**config.mk**
```make
export PLATFORM = sky130hd
export DESIGN_NAME = gobang_keypad
export DESIGN_NICKNAME = d
export VERILOG_FILES = /design/src/rtl/gobang_pkg.sv /design/src/rtl/gobang_keypad_key_conditioner.sv /design/src/rtl/gobang_keypad.sv
export SDC_FILE = /design/constraint.sdc
export NUM_CORES = 1
export LEC_CHECK = 0
export CORE_MARGIN = 5
export CORE_UTILIZATION = 32
export CTS_CLUSTER_DIAMETER = 120
export CTS_CLUSTER_SIZE = 14
export DETAILED_ROUTE_END_ITERATION = 8
export HOLD_SLACK_MARGIN = 0.02
export PLACE_DENSITY_LB_ADDON = 0.3
export SLEW_MARGIN = 20
export SYNTH_ARGS = -nofsm -noshare
export SYNTH_HDL_FRONTEND = slang
export SYNTH_HIERARCHICAL = 1
export SYNTH_SLANG_ARGS = --single-unit
```
**constraint.sdc**
```tcl
create_clock -name clk_slow -period 1.1 [get_ports clk_slow]
set_clock_uncertainty 0.05 [all_clocks]
set_input_delay 0.22 -clock clk_slow [delete_from_list [all_inputs] [get_ports clk_slow]]
set_output_delay 0.22 -clock clk_slow [all_outputs]
set_load 0.01 [all_outputs]
```
**src/rtl/gobang_pkg.sv**
```systemverilog
`default_nettype none
// +--------------------------------------------------------------------------+
// | Package     : gobang_pkg                                                 |
// | Description : Shared constants and types for the gobang keypad input     |
// |               conditioner: key index map and per-key FSM state codes.    |
// | Revision    : 1.0 - initial release                                      |
// +--------------------------------------------------------------------------+
package gobang_pkg;

  // Key index map; also the bit order of key_held (bit 0 = up).
  localparam int KEY_UP     = 0;
  localparam int KEY_DOWN   = 1;
  localparam int KEY_LEFT   = 2;
  localparam int KEY_RIGHT  = 3;
  localparam int KEY_OK     = 4;
  localparam int KEY_SWITCH = 5;
  localparam int NUM_KEYS   = 6;

  // Per-key press FSM state encoding.
  typedef enum logic [1:0] {
    ST_IDLE   = 2'd0,
    ST_PRESS  = 2'd1,
    ST_HELD   = 2'd2,
    ST_REPEAT = 2'd3
  } key_state_e;

  // Counter width able to hold 0..max_val; never narrower than one bit.
  function automatic int cnt_width(input int max_val);
    int w;
    w = $clog2(max_val + 1);
    return (w < 1) ? 1 : w;
  endfunction

endpackage
`default_nettype wire

```
**src/rtl/gobang_keypad_key_conditioner.sv**
```systemverilog
`default_nettype none
// +--------------------------------------------------------------------------+
// | Module      : key_conditioner                                            |
// | Description : One button path: 2-flop synchroniser, counting debouncer,  |
// |               press FSM and registered single-cycle pulse output.        |
// | Revision    : 1.0 - initial release                                      |
// +--------------------------------------------------------------------------+
// | Config macro: GOBANG_KEY_REPEAT_EN - when defined, keys built with       |
// |               CAN_REPEAT=1 auto-repeat while held (HELD -> REPEAT).      |
// |               When undefined the repeat counter and REPEAT state are     |
// |               not built and every key pulses once per press.             |
// +--------------------------------------------------------------------------+
// | Ports:                                                                   |
// |   clk_slow  in  1  game clock                                            |
// |   rst       in  1  asynchronous active-low reset                         |
// |   btn_i     in  1  raw button level (already polarity-corrected)         |
// |   key_o     out 1  registered single-cycle press / repeat pulse          |
// |   held_o    out 1  debounced level, aligned with the first key_o pulse   |
// +--------------------------------------------------------------------------+
module key_conditioner
  import gobang_pkg::*;
#(
  parameter int DEBOUNCE_CYCLES = 20,
  parameter int REPEAT_DELAY    = 300,
  parameter int REPEAT_PERIOD   = 60,
  parameter bit CAN_REPEAT      = 1'b1
) (
  input  logic clk_slow,
  input  logic rst,
  input  logic btn_i,
  output logic key_o,
  output logic held_o
);

  // ------------------------------------------------------------------------
  // Synchroniser
  // ------------------------------------------------------------------------
  logic sync1_q;
  logic sync2_q;

  always_ff @(posedge clk_slow or negedge rst) begin
    if (!rst) begin
      sync1_q <= 1'b0;
      sync2_q <= 1'b0;
    end else begin
      sync1_q <= btn_i;
      sync2_q <= sync1_q;
    end
  end

  // ------------------------------------------------------------------------
  // Debouncer: the counter tracks how many consecutive synchronised samples
  // have disagreed with the accepted level. The DEBOUNCE_CYCLES-th such
  // sample flips the level in the same edge, so the counter only ever holds
  // 0..DEBOUNCE_CYCLES-1 and cannot wrap.
  // ------------------------------------------------------------------------
  localparam int DW = cnt_width(DEBOUNCE_CYCLES);
  localparam logic [DW-1:0] c_deb_last = DW'(DEBOUNCE_CYCLES - 1);

  logic          deb_q;
  logic          deb_d;
  logic [DW-1:0] dcnt_q;
  logic [DW-1:0] dcnt_d;

  always_comb begin
    deb_d  = deb_q;
    dcnt_d = '0;
    if (sync2_q != deb_q) begin
      if (dcnt_q == c_deb_last) begin
        deb_d = sync2_q;
      end else begin
        dcnt_d = dcnt_q + 1'b1;
      end
    end
  end

  always_ff @(posedge clk_slow or negedge rst) begin
    if (!rst) begin
      deb_q  <= 1'b0;
      dcnt_q <= '0;
    end else begin
      deb_q  <= deb_d;
      dcnt_q <= dcnt_d;
    end
  end

  // ------------------------------------------------------------------------
  // Held level: the FSM needs two edges (IDLE->PRESS->HELD) to produce the
  // first pulse, so the debounced level is delayed by two flops to make
  // held_o rise with that pulse and fall the same distance after release.
  // ------------------------------------------------------------------------
  logic held_p_q;
  logic held_q;

  always_ff @(posedge clk_slow or negedge rst) begin
    if (!rst) begin
      held_p_q <= 1'b0;
      held_q   <= 1'b0;
    end else begin
      held_p_q <= deb_q;
      held_q   <= held_p_q;
    end
  end

  assign held_o = held_q;

  // ------------------------------------------------------------------------
  // Press FSM with registered pulse output.
  // The repeat counter holds "cycles since the last pulse": it is loaded
  // with 1 on the edge that raises a pulse, so a match against N fires the
  // next pulse exactly N edges after the previous one.
  // ------------------------------------------------------------------------
`ifdef GOBANG_KEY_REPEAT_EN
  localparam int RPT_MAX = (REPEAT_DELAY > REPEAT_PERIOD) ? REPEAT_DELAY : REPEAT_PERIOD;
  localparam int RW      = cnt_width(RPT_MAX);
  localparam logic [RW-1:0] c_rpt_delay  = RW'(REPEAT_DELAY);
  localparam logic [RW-1:0] c_rpt_period = RW'(REPEAT_PERIOD);
  localparam logic [RW-1:0] c_rpt_one    = RW'(1);

  logic [RW-1:0] rcnt_q;
`else
  // Repeat timing is kept on the interface for drop-in compatibility with
  // the repeat-enabled build; nothing in this build consumes it.
  if ((REPEAT_DELAY < 0) || (REPEAT_PERIOD < 0) || CAN_REPEAT) begin : g_no_repeat
  end
`endif

  key_state_e state_q;
  logic       key_q;

  always_ff @(posedge clk_slow or negedge rst) begin
    if (!rst) begin
      state_q <= ST_IDLE;
      key_q   <= 1'b0;
`ifdef GOBANG_KEY_REPEAT_EN
      rcnt_q  <= '0;
`endif
    end else begin
      key_q <= 1'b0;
      case (state_q)
        ST_IDLE: begin
          if (deb_q) begin
            state_q <= ST_PRESS;
          end
        end

        ST_PRESS: begin
          key_q   <= 1'b1;
          state_q <= ST_HELD;
`ifdef GOBANG_KEY_REPEAT_EN
          rcnt_q  <= c_rpt_one;
`endif
        end

        ST_HELD: begin
          if (!deb_q) begin
            state_q <= ST_IDLE;
          end
`ifdef GOBANG_KEY_REPEAT_EN
          else if (CAN_REPEAT) begin
            if (rcnt_q == c_rpt_delay) begin
              key_q   <= 1'b1;
              state_q <= ST_REPEAT;
              rcnt_q  <= c_rpt_one;
            end else if (rcnt_q != '1) begin
              rcnt_q  <= rcnt_q + 1'b1;
            end
          end
`endif
        end

`ifdef GOBANG_KEY_REPEAT_EN
        ST_REPEAT: begin
          if (!deb_q) begin
            state_q <= ST_IDLE;
          end else if (rcnt_q == c_rpt_period) begin
            key_q  <= 1'b1;
            rcnt_q <= c_rpt_one;
          end else if (rcnt_q != '1) begin
            rcnt_q <= rcnt_q + 1'b1;
          end
        end
`endif

        default: begin
          state_q <= ST_IDLE;
        end
      endcase
    end
  end

  assign key_o = key_q;

endmodule
`default_nettype wire

```
**src/rtl/gobang_keypad.sv**
```systemverilog
`default_nettype none
// +--------------------------------------------------------------------------+
// | Module      : gobang_keypad                                              |
// | Description : Input conditioner for the six game buttons. Each button is |
// |               synchronised into clk_slow, debounced and turned into      |
// |               single-cycle key pulses for the main game FSM. Direction   |
// |               keys may auto-repeat while held.                           |
// | Revision    : 1.0 - initial release                                      |
// +--------------------------------------------------------------------------+
// | Config macro: GOBANG_KEY_REPEAT_EN - enables auto-repeat on up, down,    |
// |               left and right. ok and switch never repeat.                |
// +--------------------------------------------------------------------------+
// | Ports:                                                                   |
// |   clk_slow        in  1  game clock (shared with the main game FSM)      |
// |   rst             in  1  asynchronous active-low reset                   |
// |   btn_up..switch  in  1  raw asynchronous button levels                  |
// |   key_up..switch  out 1  registered single-cycle press pulses            |
// |   key_held        out 6  debounced levels, bit 0 = up ... bit 5 = switch |
// +--------------------------------------------------------------------------+
module gobang_keypad
  import gobang_pkg::*;
#(
  parameter int DEBOUNCE_CYCLES = 20,
  parameter int REPEAT_DELAY    = 300,
  parameter int REPEAT_PERIOD   = 60,
  parameter int BTN_ACTIVE_LOW  = 0
) (
  input  logic                clk_slow,
  input  logic                rst,
  input  logic                btn_up,
  input  logic                btn_down,
  input  logic                btn_left,
  input  logic                btn_right,
  input  logic                btn_ok,
  input  logic                btn_switch,
  output logic                key_up,
  output logic                key_down,
  output logic                key_left,
  output logic                key_right,
  output logic                key_ok,
  output logic                key_switch,
  output logic [NUM_KEYS-1:0] key_held
);

  logic [NUM_KEYS-1:0] w_btn_raw;
  logic [NUM_KEYS-1:0] w_btn;
  logic [NUM_KEYS-1:0] w_key;

  assign w_btn_raw[KEY_UP]     = btn_up;
  assign w_btn_raw[KEY_DOWN]   = btn_down;
  assign w_btn_raw[KEY_LEFT]   = btn_left;
  assign w_btn_raw[KEY_RIGHT]  = btn_right;
  assign w_btn_raw[KEY_OK]     = btn_ok;
  assign w_btn_raw[KEY_SWITCH] = btn_switch;

  // Polarity is corrected before synchronisation so everything downstream
  // sees "1 = pressed".
  assign w_btn = (BTN_ACTIVE_LOW != 0) ? ~w_btn_raw : w_btn_raw;

  // Keys are fully independent; simultaneous presses each produce their own
  // pulse and any priority is left to the consumer. Only the four direction
  // keys are built with repeat capability.
  for (genvar i = 0; i < NUM_KEYS; i++) begin : g_key
    key_conditioner #(
      .DEBOUNCE_CYCLES (DEBOUNCE_CYCLES),
      .REPEAT_DELAY    (REPEAT_DELAY),
      .REPEAT_PERIOD   (REPEAT_PERIOD),
      .CAN_REPEAT      ((i <= KEY_RIGHT) ? 1'b1 : 1'b0)
    ) u_key (
      .clk_slow (clk_slow),
      .rst      (rst),
      .btn_i    (w_btn[i]),
      .key_o    (w_key[i]),
      .held_o   (key_held[i])
    );
  end

  assign key_up     = w_key[KEY_UP];
  assign key_down   = w_key[KEY_DOWN];
  assign key_left   = w_key[KEY_LEFT];
  assign key_right  = w_key[KEY_RIGHT];
  assign key_ok     = w_key[KEY_OK];
  assign key_switch = w_key[KEY_SWITCH];

endmodule
`default_nettype wire

```
==> results.yml, run 1 <==
logic_synthesis:
  yosysUniqueCellTypes: 16
  synth-async-reset-ratio_pct: 100.0
  synth_cells: 198
  synth_compound_area_share_pct: 2.611
  synthAdderAreaFrac_pct: 2.611
  yosys-top-cells-count: "dfrtp_1 (78), nor2_1 (18), and2_1 (12), nand3_1 (12), xnor2_1 (12)"
  yosysTopAreaCell: "dfrtp_1"
  avgSynthCellArea_um2: 14.52
  synth_top_family_by_area: "simple AND/OR/NAND/NOR gates"
  synthFlopType: "dfrtp_1"
  synth_area_um2: 2875
  synth_warnings: 6
  synth-xor-area-share_pct: 8.877
  synth-edff-count: 0
  seq_area_frac_synth_pct: 67.89
  ys_top_cells_by_area: "dfrtp_1 (68%), xnor2_1 (3.7%), xor2_2 (3.4%), and2_1 (2.6%), ha_1 (2.6%)"
  synth_fp_nets: 212
  yosys.area_share.simple_pct: 15.67
  yosysMostFrequentCell: "dfrtp_1"
  ys_ff_latch: 78
  synth.top_cell.area_share_pct: 67.89
  muxShareOfSynthArea_pct: 2.350
floorplan:
  start_util_pct: 32.97
  io_pins: 20
  chipHeight_um: 104.8
  num_rows: 34
  die_area_um2: 10980
  core-area_um2: 8721
  die_w_um: 104.8
pwr:
  p_per_area_nw_per_um2: 1490
  p_int_uw: 4716
  leakagePower_uw: 0.001943
  power_frac_comb_pct: 6.6
  p_clk_share_pct: 42.2
  power.switching_uw: 1173
  netSwitchingFraction_pct: 19.92
  ir_worst_vdd_v: 0.0006915
  p_seq_share_pct: 51.2
critical_path:
  crit_fanout: 2
  end_kind: "flop"
  cp-start-kind: "flop"
  reg2reg_slack_ns: -0.17
  crit_type: "reg2reg"
  arrival_ns: 1.43
  required_ns: 1.26
global_routing:
  grt_pass1_wl_mm: 7.590
  grt_max_degree: 23
  grt_use_total_pct: 8.503
  grt_pass1_vias: 1730
  antenna_found_initial: 0
  grt-ovfl-total: 0
worst_hold_path:
  hp-class: "in2async"
timing:
  min_period_ns: 1.267
  post-route-period-util_pct: 115.2
  tightest_slew_ns: 0.2957
  maxSlewViolCount: 0
  finalWorstSetupSlack_ns: -0.1671
  hold_violations: 0
  rsz0062_at_grt: "true"
  max_slew_margin_pct: 80.28
  setup_violations: 21
  fmax_ghz: 0.7892
finish:
  nets: 280
  final_cells: 378
  final_layout_size_suffix_gt1_share_pct: 40.00
  fin_area_um2: 3953
  syn_to_final_growth_pct: 37.47
  diodes: 0
drt:
  wl_met2_mm: 2.280
  wl_met1_mm: 1.895
  drtAntennaViolNets: 0
  avgRoutedWirePerCell_um: 11.70
  highest_layer: "met4"
  drc: 0
  routed_wl_mm: 4.422
  via_per_inst: 4.339
  vias: 1640
  first_pass_iters: 4
  drt_iter0_drc: 28
  dr_wl_met3_um: 147
placement:
  portBuffers: 19
  dpl.hpwl_mm: 2.809
  gp_congestion: 0.7277
  placed_area_um2: 3476
  placed_cells: 353
job:
  cap_violations: 0
clock_tree:
  cts.sinks: 78
  htreeDepth: 3
  cts-root-buf: "clkbuf_8"
  cts-buffers-inserted: 9
  insertion_delay_ns: 0.33
  clk_path_buf_depth: 2
  cts_tree: "yes"
  path_clk_slew_ns: 0.07
status:
  outcome: "finished, violations left"
  violations: "negative setup slack"
==> path summary, 6_finish.rpt <==
check | depth (start not counted) | to | startpoint
worst min-delay path | 2 | g_key[0].u_key/state_q[1]$_DFFE_PN0P_ | rst
max in group asynchronous | 3 | g_key[3].u_key/sync1_q$_DFF_PN0_ | rst
worst max-delay path | 4 | g_key[3].u_key/deb_q$_DFFE_PN0P_ | g_key[3].u_key/dcnt_q[0]$_DFF_PN0_
worst max register to register | 4 | g_key[3].u_key/deb_q$_DFFE_PN0P_ | g_key[3].u_key/dcnt_q[0]$_DFF_PN0_
worst min register to register | 0 | g_key[4].u_key/sync2_q$_DFF_PN0_ | g_key[4].u_key/sync1_q$_DFF_PN0_
min in group clk_slow | 1 | g_key[4].u_key/sync1_q$_DFF_PN0_ | btn_ok
==> per-layer routing <==
metal,global-route usage (%),vias to the layer above
li1,-,791
met3,2.898,7
met2,12.90,18
met4,5.479,0
met1,10.30,824
met5,0,-
==> kinds of logic (layout without fill, tap and decap cells) <==
logic type	after synthesis	count (layout)
compound gates	6	6
xor+xnor	24	24
simple gates	78	78
mux	6	6
flops	78	78
buf+inv	0	72
fa+ha+maj	6	6
==> critical path, cell delays in order, from the launching register on <==
cell     delay (ns)
dfrtp_1        0.40
ha_4           0.17
nand2_4        0.06
nor3_2         0.13
mux2_1         0.33
==> flip-flops by register name (all words and copies together) (netlist names) <==
signal / cells
g_key.u_key/dcnt_q: 30
g_key.u_key/deb_q: 6
g_key.u_key/held_o: 6
g_key.u_key/held_p_q: 6
g_key.u_key/key_o: 6
g_key.u_key/state_q: 12
g_key.u_key/sync1_q: 6
g_key.u_key/sync2_q: 6
==> timing repair <==
action | 4_1_cts | 5_1_grt
setup buffers | 3 | 7
setup endpoints to repair | 36 | 42
hold buffers | 1 | 0
pin swaps | 8 | 17
hold endpoints to repair | 78 | 0
resized for setup | 52 | 36
==> stage by stage <==
stage | power (uW) | utilization [%] | hold WS, ns | worst slack, ns | setup TNS [ns]
3_5_place_dp | 3371 | 39.86 | 0.08539 | -0.1270 | -1.378
2_1_floorplan | 3162 | - | -0.1256 | -0.1046 | -0.6276
4_1_cts | 5922 | 42.48 | 0.2482 | -0.1396 | -1.826
6_report | 5889 | 45.32 | 0.2606 | -0.1671 | -1.811
3_3_place_gp | 3364 | 39.86 | 0.07965 | -0.1073 | -1.035
5_1_grt | 6170 | 45.32 | 0.2420 | -0.2249 | -3.852
==> power groups by stage <==
stage / combinational, uW / sequential (uW) / clock (uW)
2_1_floorplan: 108 / 3050 / 0
3_3_place_gp: 314 / 3050 / 0
3_5_place_dp: 316 / 3050 / 0
4_1_cts: 335 / 3000 / 2590
5_1_grt: 443 / 3020 / 2700
6_report: 388 / 3010 / 2490
==> layout by cell type (no fill, tap or decap), types with 4 or more instances in the layout <==
cell             Yosys  routed
nor2b_1              6       6
and2_1              12      12
nand3b_1             6       6
nor3b_1              6       6
buf_4                0      28
clkdlybuf4s50_1      0       6
nor2_1              18      18
buf_2                0      10
xor2_1               6       6
nand2_4              0       6
nor3_2               6       4
nand3_2              0       9
dfrtp_1             78      76
clkbuf_8             0      10
o31ai_4              0       6
nand2b_1             6       6
xnor2_1             12      12
xor2_2               6       6
buf_6                0       9
==> final cells by class <==
class	instances	area, um2
multi-input cells	120	1135
fillers	769	4768
clock inverters	4	95.09
clock buffers	11	141.4
well taps	108	135.1
flip-flops and latches	78	1954
repair buffers	57	491.7
No activity file was read; power rests on OpenSTA's default activity.
==> inputs of run 2 (changes only) <==
--- a/config.mk
+++ b/config.mk
@@ -6,7 +6,7 @@
 export NUM_CORES = 1
 export LEC_CHECK = 0
 export CORE_MARGIN = 5
-export CORE_UTILIZATION = 32
+export CORE_UTILIZATION = 52
 export CTS_CLUSTER_DIAMETER = 120
 export CTS_CLUSTER_SIZE = 14
 export DETAILED_ROUTE_END_ITERATION = 8
==> run 2 against run 1 <==
Against the previous run: the flow still finishes with violations (negative setup slack); clock power shrank 14%; core utilization increased by 25 points; non-clock buffer count shrank 6; cell count fell by 11%; highest routed layer unchanged.
==> results.yml, run 2 (synthesized netlist as in run 1, its figures left out) <==
pwr:
  ir_worst_vdd_v: 0.001013
  leakagePower_uw: 0.001865
  p_per_area_nw_per_um2: 1445
finish:
  syn_to_final_growth_pct: 33.38
  final_layout_size_suffix_gt1_share_pct: 40.00
  layout_commonest_cell: "dfrtp_1"
  largest_reg_flops: 30
  fillCellCount: 367
  nets: 274
  max_flop_register: "g_key.u_key/dcnt_q"
  regArea_um2: 1956
  layout_common_cells: "dfrtp_1 (75), buf_4 (24), nor2_1 (18)"
  post-route-util_pct: 70.51
  top_regs: "g_key.u_key/dcnt_q (30), g_key.u_key/state_q (12)"
  multi_input_area_um2: 1172
  diodes: 0
timing:
  tightest_slew_ns: 0.2946
  rsz0062_at_grt: "true"
  maxSlewViolCount: 0
  hold_violations: 0
  min_period_ns: 1.262
  post-route-period-util_pct: 114.7
  max_slew_margin_pct: 80.36
  finalWorstSetupSlack_ns: -0.1622
  setup_violations: 29
  fmax_ghz: 0.7922
floorplan:
  chipHeight_um: 84.36
  num_rows: 27
  io_pins: 20
  die_area_um2: 7117
  start_util_pct: 52.86
  core-area_um2: 5439
  die_w_um: 84.36
status:
  outcome: "finished, violations left"
  violations: "negative setup slack"
critical_path:
  cp-start-kind: "flop"
  crit_slowest_cell: "dfrtp_1"
  arrival_ns: 1.43
  path_delay_family: "flip-flops"
  r2r-end: "g_key[5].u_key/deb_q$_DFFE_PN0P_"
  crit_chain: "ha_4, nand2_4, nor3_2, mux2_4"
  reg2reg_depth: 4
  end_kind: "flop"
  worstReg2RegStart: "g_key[5].u_key/dcnt_q[0]$_DFF_PN0_"
  cp.buffers_inverters: 0
  crit_fanout: 2
  required_ns: 1.27
  critPathMaxStageDelay_ns: 0.40
  crit_type: "reg2reg"
  reg2reg_slack_ns: -0.16
clock_tree:
  path_clk_slew_ns: 0.08
  htreeDepth: 3
  cts_tree: "yes"
  insertion_delay_ns: 0.34
  clk_path_buf_depth: 2
  cts-buffers-inserted: 9
  cts.sinks: 78
  cts-root-buf: "clkbuf_8"
global_routing:
  grt_pass1_wl_mm: 7.817
  grt_max_degree: 58
  grt_pass1_vias: 1658
  grt-ovfl-total: 0
  grt_use_total_pct: 14.31
  antenna_found_initial: 0
worst_hold_path:
  hp-start: "btn_ok"
  min_to: "g_key[4].u_key/sync1_q$_DFF_PN0_"
  hp-class: "in2reg"
  worstHoldPathCells: 1
job:
  cap_violations: 0
drt:
  via_per_inst: 4.837
  drt_iter0_drc: 67
  first_pass_iters: 4
  routed_wl_mm: 4.753
  vias: 1630
  drc: 0
  avgRoutedWirePerCell_um: 14.10
  drtAntennaViolNets: 0
placement:
  pre_cts_slack_ns: -0.1517
  portBuffers: 19
  dpl.hpwl_mm: 2.895
  gp_congestion: 0.7370
==> run 2: changes by cell type in the layout (fill, tap and decap cells not counted), sizes merged <==
cell / delta
buf: -6
bufinv: -2
clkbuf: +2
clkinvlp: +1
==> run 2: layer usage <==
layer	GRT usage [%]	wire, um
met1	18.32	2041
met2	21.59	2461
met3	4.220	137
met4	8.633	112
met5	0	0
==> run 2: area by class of cell <==
type	count	share of cell area, %
Clock buffer	13	4.144
Clock inverter	3	1.109
Multi-Input combinational cell	120	30.57
Sequential cell	78	51.00
Tap cell	72	2.349
Timing Repair Buffer	51	10.83
==> run 2: worst reg2reg max path: cells and delay by family (launching register included) <==
| kind | cells | cell delay [ns] |
|---|---|---|
| flip-flops | 1 | 0.40 |
| multiplexers | 1 | 0.32 |
| AND/OR/NAND/NOR | 2 | 0.22 |
| adder cells (fa/ha/maj) | 1 | 0.17 |
==> run 2: metrics by stage <==
| stage | power [uW] | cell area, um2 | TNS, ns | hold WS, ns | instances |
|---|---|---|---|---|---|
| after floorplan | 3162 | 2905 | -0.6276 | -0.1256 | 198 |
| after global placement | 3341 | 3391 | -0.9779 | 0.1753 | 315 |
| after detailed placement | 3352 | 3391 | -1.603 | 0.1809 | 315 |
| after CTS | 5529 | 3660 | -1.711 | 0.2475 | 336 |
| after global routing | 5802 | 3835 | -3.747 | 0.2305 | 337 |
| final | 5540 | 3835 | -1.619 | 0.2638 | 337 |
==> run 2: power by group <==
part           internal, uW  switching, uW
logic                   208            169
clock network          1170            964
registers              2940           85.4
total                  4320           1220
==> run 2: how the worst max path moves through the flow <==
| stage | startpoint | end | cells past startpoint |
|---|---|---|---|
| after floorplan | g_key[0].u_key/dcnt_q[0]$_DFF_PN0_ | g_key[0].u_key/deb_q$_DFFE_PN0P_ | 4 |
| after global placement | g_key[4].u_key/dcnt_q[1]$_DFF_PN0_ | g_key[4].u_key/deb_q$_DFFE_PN0P_ | 4 |
| after detailed placement | g_key[3].u_key/dcnt_q[0]$_DFF_PN0_ | g_key[3].u_key/deb_q$_DFFE_PN0P_ | 4 |
| after CTS | g_key[3].u_key/dcnt_q[0]$_DFF_PN0_ | g_key[3].u_key/deb_q$_DFFE_PN0P_ | 4 |
| after global routing | g_key[2].u_key/dcnt_q[1]$_DFF_PN0_ | g_key[2].u_key/deb_q$_DFFE_PN0P_ | 4 |
| final | g_key[5].u_key/dcnt_q[0]$_DFF_PN0_ | g_key[5].u_key/deb_q$_DFFE_PN0P_ | 4 |
==> run 2: timing repair <==
action / in CTS / in global routing
pin swaps: 7 / 11
hold buffers: 1 / 0
gates resized for setup: 64 / 29
setup endpoints to repair: 36 / 42
buffers inserted: 4 / 3
endpoints found under the hold margin: 78 / 0
